==> src/rtl/serial_rca_addsub.sv <==
// Digit-serial add/subtract: one DIGIT-bit ripple-carry slice is reused for
// WIDTH/DIGIT cycles, LSB digit first. Flags and sum are updated only on completion.
module serial_rca_addsub #(
  parameter int unsigned WIDTH = 32,
  parameter int unsigned DIGIT = 8
) (
  input  logic             clk,
  input  logic             rst,
  input  logic             start,
  input  logic             sub,
  input  logic [WIDTH-1:0] a,
  input  logic [WIDTH-1:0] b,
  input  logic             cin,
  output logic             busy,
  output logic             done,
  output logic [WIDTH-1:0] sum,
  output logic             cout,
  output logic             ovf,
  output logic             zero
);

  localparam int unsigned N     = WIDTH / DIGIT;
  localparam int unsigned CNT_W = (N > 1) ? $clog2(N) : 1;
  localparam int unsigned SW    = DIGIT + 1;

  if ((DIGIT < 1) || ((WIDTH % DIGIT) != 0)) begin : g_param_check
    $error("serial_rca_addsub: WIDTH must be a non-zero multiple of DIGIT");
  end

  typedef enum logic [1:0] {IDLE, RUN, DONE} state_e;

  state_e             state_q, state_d;
  logic [WIDTH-1:0]   a_q, a_d;
  logic [WIDTH-1:0]   b_q, b_d;
  logic               carry_q, carry_d;
  logic [CNT_W-1:0]   cnt_q, cnt_d;
  logic [WIDTH-1:0]   sum_q, sum_d;
  logic               cout_q, cout_d;
  logic               ovf_q, ovf_d;
  logic               zero_q, zero_d;
  logic               busy_q, busy_d;
  logic               done_q, done_d;

  logic [SW-1:0]      slice_c;
  logic [DIGIT-1:0]   s_dig_c;
  logic               c_next_c;
  logic [WIDTH-1:0]   res_c;
  logic               last_c;

  // Ripple slice on the low digit; its result is shifted into the top of the
  // A register, so after N cycles A holds the complete result.
  assign slice_c  = SW'(a_q[DIGIT-1:0]) + SW'(b_q[DIGIT-1:0]) + SW'(carry_q);
  assign s_dig_c  = slice_c[DIGIT-1:0];
  assign c_next_c = slice_c[DIGIT];
  assign res_c    = (WIDTH'(s_dig_c) << (WIDTH - DIGIT)) | (a_q >> DIGIT);
  assign last_c   = (cnt_q == CNT_W'(N - 1));

  always_ff @(posedge clk or posedge rst) begin
    if (rst) begin
      state_q <= IDLE;
      a_q     <= '0;
      b_q     <= '0;
      carry_q <= 1'b0;
      cnt_q   <= '0;
      sum_q   <= '0;
      cout_q  <= 1'b0;
      ovf_q   <= 1'b0;
      zero_q  <= 1'b0;
      busy_q  <= 1'b0;
      done_q  <= 1'b0;
    end else begin
      state_q <= state_d;
      a_q     <= a_d;
      b_q     <= b_d;
      carry_q <= carry_d;
      cnt_q   <= cnt_d;
      sum_q   <= sum_d;
      cout_q  <= cout_d;
      ovf_q   <= ovf_d;
      zero_q  <= zero_d;
      busy_q  <= busy_d;
      done_q  <= done_d;
    end
  end

  always_comb begin
    state_d = state_q;
    a_d     = a_q;
    b_d     = b_q;
    carry_d = carry_q;
    cnt_d   = cnt_q;
    sum_d   = sum_q;
    cout_d  = cout_q;
    ovf_d   = ovf_q;
    zero_d  = zero_q;

    case (state_q)
      IDLE, DONE: begin
        if (state_q == DONE) begin
          state_d = IDLE;
        end
        if (start) begin
          a_d     = a;
          b_d     = sub ? ~b : b;
          carry_d = sub ? 1'b1 : cin;
          cnt_d   = '0;
          state_d = RUN;
        end
      end
      RUN: begin
        a_d     = res_c;
        b_d     = b_q >> DIGIT;
        carry_d = c_next_c;
        cnt_d   = cnt_q + CNT_W'(1);
        if (last_c) begin
          state_d = DONE;
          cnt_d   = '0;
          sum_d   = res_c;
          cout_d  = c_next_c;
          // carry into the MSB is a^b^s there; overflow is that XOR carry out
          ovf_d   = a_q[DIGIT-1] ^ b_q[DIGIT-1] ^ s_dig_c[DIGIT-1] ^ c_next_c;
          zero_d  = (res_c == '0);
        end
      end
      default: state_d = IDLE;
    endcase

    busy_d = (state_d == RUN);
    done_d = (state_d == DONE);
  end

  assign busy = busy_q;
  assign done = done_q;
  assign sum  = sum_q;
  assign cout = cout_q;
  assign ovf  = ovf_q;
  assign zero = zero_q;

endmodule

==> config.mk <==
export PLATFORM = sky130hd
export DESIGN_NAME = serial_rca_addsub
export DESIGN_NICKNAME = d
export VERILOG_FILES = /design/src/rtl/serial_rca_addsub.sv
export SDC_FILE = /design/constraint.sdc
export NUM_CORES = 1
export LEC_CHECK = 0
export CAP_MARGIN = 25
export CORE_MARGIN = 2
export CORE_UTILIZATION = 51
export DETAILED_ROUTE_END_ITERATION = 16
export PLACE_DENSITY = 0.83
export SLEW_MARGIN = 10
export SYNTH_ARGS = -nofsm -noshare
export SYNTH_HDL_FRONTEND = slang
export SYNTH_SLANG_ARGS = --single-unit
==> constraint.sdc <==
create_clock -name clk -period 4.7 [get_ports clk]
set_clock_uncertainty 0.1 [all_clocks]
set_input_delay 0.94 -clock clk [delete_from_list [all_inputs] [get_ports clk]]
set_output_delay 0.94 -clock clk [all_outputs]
set_load 0.01 [all_outputs]
* Word-level counts from Yosys, hierarchy flattened
Index checks and enable logic that the tools add are counted. W data, S select, Z words.
Word-level totals: register bits after elaboration 106, bits in latches 0, RAM bits 0, memory bits (read-only) 0, word-level logic and storage cells 46, memories kept 0
Operators by class: add/subtract/negate cells 3, multiply operators 0, div/mod/pow operators 0, $lt $le $gt $ge 0, eq/ne operators 6, shifts and indexed selects 0, multiplexer cells 15, bitwise gates (word level) 5, reduce and logical (&&, ||, !) cells 6
Operators by type and width (count):
- $pmux W32 S2 | 2
- $mux W32 | 3
- $logic_not A32 Y1 | 1
- $not A32 Y32 | 1
- $or A32 B24 Y32 | 1
- $mux W2 | 5
- $add A8 B8 Y9 | 1
- $add A9 B1 Y9 | 1
- $pmux W2 S2 | 2
- $eq A2 B2 Y1 const B | 3
- $eq A2 B1 Y1 const B | 2
- $reduce_and A2 Y1 | 2
- $xor A1 B1 Y1 | 3
- $add A2 B1 Y2 const B | 1
- $logic_not A2 Y1 | 1
- $mux W1 | 2
- $ne A2 B2 Y1 const B | 1
- $pmux W1 S2 | 1
- $reduce_bool A2 Y1 | 1
- $reduce_or A2 Y1 | 1

* Depth between registers and ports, before layout
depth in word-level cells 5, mapped depth 8

* Worst setup path after synthesis
Ideal clock, no wire load.
path type register -> register, start point register a_q[0], end point register zero_q, in the netlist zero, arrival 2.040 ns, data required time 4.535 ns, path slack 2.494 ns, stages on the path, launching flop included 8, buffers on the path 0, cells stage by stage dfrtp_1 -> fa_1 -> fa_1 -> nor4_1 -> nand3_1 -> nor3_1 -> o2111a_1 -> a31o_1
Between the ends: longest elaborated chain between the ends 4
Ends and longest elaborated chain:
- start: declaration | RTL line 33 | logic [WIDTH-1:0] a_q, a_d;
- start signal: assignment | RTL line 61 | a_q <= '0;
- start signal: assignment | RTL line 73 | a_q <= a_d;
- $add A8 B8 Y9 | RTL line 52 | assign slice_c = SW'(a_q[DIGIT-1:0]) + SW'(b_q[DIGIT-1:0]) + SW'(carry_q);
- $add A9 B1 Y9 | RTL line 52
- $or A32 B24 Y32 | RTL line 55 | assign res_c = (WIDTH'(s_dig_c) << (WIDTH - DIGIT)) | (a_q >> DIGIT);
- named net res_c[25] | RTL line 47 | logic [WIDTH-1:0] res_c;
- $logic_not A32 Y1 | RTL line 122 | zero_d = (res_c == '0);
- end signal: assignment | RTL line 80 | zero_q <= zero_d;
- end: declaration | RTL line 40 | logic zero_q, zero_d;
The timed path passes the listed nets, and every way through them passes these cells. A chain may end at the register's enable or synchronous reset.

* Worst setup path in the final report
start point input start, end point register a_q[28]
Between the ends: longest elaborated chain between the ends 2
Ends and longest elaborated chain:
- start: declaration | RTL line 9 | input logic start,
- $ne A2 B2 Y1 (no source line)
- $reduce_and A2 Y1 (no source line)
Every way passes these cells.

==> impl_metrics.json <==
{
  "h-tree-depth": 3,
  "syn-num-nets": 572,
  "cts_resized": 0,
  "synthCells": 493,
  "drt-pass1-iter-count": 5,
  "worst_ep_arrival_time_ps": 2990,
  "grt_max_degree": 54,
  "seq_area_frac_synth": 0.5457,
  "synth-async-reset-ratio": 1.000,
  "wire_per_inst_um": 16.27,
  "synth_top_flop_cell": "dfrtp_1",
  "finalCritPeriodShare": 0.5980,
  "hold_violations": 0,
  "syn_area_um2": 4861,
  "grt_usage": 0.2376,
  "crit_slowest_cell": "nor2_4",
  "rows": 35,
  "dpl_worst_slack_ps": 1562,
  "vias": 3981,
  "critPathMaxStageDelay_ps": 610,
  "whs_path_depth": 2,
  "ys_seq_elements": 106,
  "root_buffer": "clkbuf_8",
  "path_common_cell": "buf_4",
  "setup_slack_ps": 1889,
  "drive_above_1_share": 0.06122,
  "drv_slew": 0,
  "drc": 0,
  "worst-r2r-setup-slack_ps": 1940,
  "grt_pass1_vias": 3835,
  "grt_pass1_wl_um": 18970,
  "cap_violations": 0,
  "rsz0062_at_grt": "false",
  "slew_headroom": 0.4398,
  "final_cell_mix": "nand2_1 (148), dfrtp_1 (106), clkdlybuf4s50_1 (104), xnor2_1 (35), nor2_1 (32)",
  "initial_core_util": 0.5261,
  "die_h_um": 101.6,
  "p_leak_nw": 2.776,
  "worstPathCellList": "clkdlybuf4s50_1, nor2b_2, buf_4, nor2_4, buf_4, a22oi_1, o21ai_0",
  "r2r_start": "cnt_q[0]$_DFFE_PP0P_",
  "diodes": 0,
  "p_per_area_nw_per_um2": 692.1,
  "synth_area_leaders": "dfrtp_1 (55%), nand2_1 (11%), xnor2_1 (6.3%), a221o_1 (5.1%), a22oi_1 (4.8%)",
  "reg2regPathDepth": 7,
  "setup_viol": 0,
  "worstSetupStartpointType": "input pin",
  "synth_top_cell_area_share": 0.5457,
  "finalNonFillerCells": 717,
  "dp_hpwl_um": 8423,
  "fill_cells": 712,
  "fmax_ghz": 0.3558,
  "port-buffer-count": 105,
  "crit_fanout": 34,
  "synth_edf_count": 0,
  "cts_tree": "done",
  "worst_pin_slew_ps": 840.2,
  "mostFrequentLayoutCell": "nand2_1",
  "fin_setup_tns_ps": 0,
  "post_cts_buffers": 0,
  "ant_nets": 0,
  "period_needed_ps": 2811,
  "clkTransAtPathRegs_ps": 100,
  "synth_area_per_cell_um2": 9.860,
  "die_w_um": 101.6,
  "via_per_inst": 5.552,
  "crit_path_end_kind": "flip-flop",
  "synth_top_cell_by_area": "dfrtp_1",
  "place_inst": 700,
  "irDropWorstVdd_uv": 292.6,
  "wl_um": 11670,
  "io_pins": 106,
  "clk_latency_ps": 360,
  "cts_sinks": 106,
  "grt_overflow": 0,
  "die-area_um2": 10330,
  "place_congestion": 0.8992,
  "holdPathEnd": "sum[8]$_DFFE_PP0P_",
  "reg2reg_to": "zero$_DFFE_PP0P_",
  "status": "completed",
  "syn2layout_area_growth_pct": 27.52,
  "fin_nets": 662,
  "cp.required_ps": 4880,
  "fin_hold_ws_ps": 382.4,
  "clockBufferDepth": 2,
  "drtIter0Drc": 239,
  "finalPower_mw": 4.290,
  "numCtsBuffers": 9,
  "cts_hold_buf": 0,
  "hp-start": "sum[8]$_DFFE_PP0P_",
  "antenna_found_initial": 0,
  "core_um2": 9240,
  "yosys_warnings": 0,
  "min_path_type": "flip-flop to flip-flop",
  "crit_type": "input pin to flip-flop",
  "synth.distinct_cells": 41
}
-- layout make-up --
type	instances	area (um2)	area share
clock inverter	6	65.06	0.01050
multi-input combinational	349	2054	0.3314
sequential	106	2653	0.4279
clock buffer	10	137.6	0.02220
inverter	5	21.27	0.003432
tap	129	161.4	0.02604
timing repair buffer	112	1106	0.1784
-- state kept, by name, indices dropped and copies added, names as in the netlist --
name	cells
carry_q	1
zero	1
sum	32
state_q	2
cout	1
ovf	1
busy	1
done	1
a_q	32
b_q	32
cnt_q	2
-- how the worst max path moves through the flow --
stage | end | from | slack (ps)
CTS | a_q[28]$_DFFE_PP0P_ | start | 1940
global placement | a_q[27]$_DFFE_PP0P_ | start | 1650
finish | a_q[28]$_DFFE_PP0P_ | start | 1890
detailed placement | a_q[28]$_DFFE_PP0P_ | start | 1560
global route | a_q[30]$_DFFE_PP0P_ | start | 1720
floorplan | a_q[0]$_DFFE_PP0P_ | rst | 870
-- critical path: cells and delay by family --
kind,cells,cell delay (ps)
AO/OA/AOI/OAI,2,220
buffers and inverters,3,1030
AND/OR/NAND/NOR,2,780
-- synth_stat cells, drive strengths merged, types with 4 or more instances --
master,count
nand2,149
dfrtp,106
xnor2,35
nor2,33
a22oi,31
o21ai,27
a221o,25
clkbuf,17
buf,16
ha,8
nor4,7
inv,5
a21oi,4
-- power by group --
group / internal (mW) / switching, mW / total (mW)
Clock: 0.262 / 0.309 / 0.571
Combinational: 0.929 / 1.10 / 2.03
Sequential: 1.35 / 0.341 / 1.69
-- stage by stage --
stage / area (um2) / util
after floorplan: 4861 / -
after global placement: 5981 / 0.6473
after detailed placement: 5981 / 0.6473
after CTS: 6183 / 0.6692
after global routing: 6198 / 0.6708
final: 6198 / 0.6708
-- metal layers --
layer	up-vias	wire length, um	GRT usage
met5	-	0	0
met4	0	278	0.09356
met3	25	774	0.03589
met2	188	5689	0.3866
met1	1903	4926	0.3224
li1	1865	-	-
-- logic make-up after synthesis --
logic type / share of synthesized area
simple gates: 0.1647
flops: 0.5457
compound gates: 0.1622
buf+inv: 0.03372
xor+xnor: 0.06486
fa+ha+maj: 0.02883
Note: power is estimated with default switching activity, not from simulation.
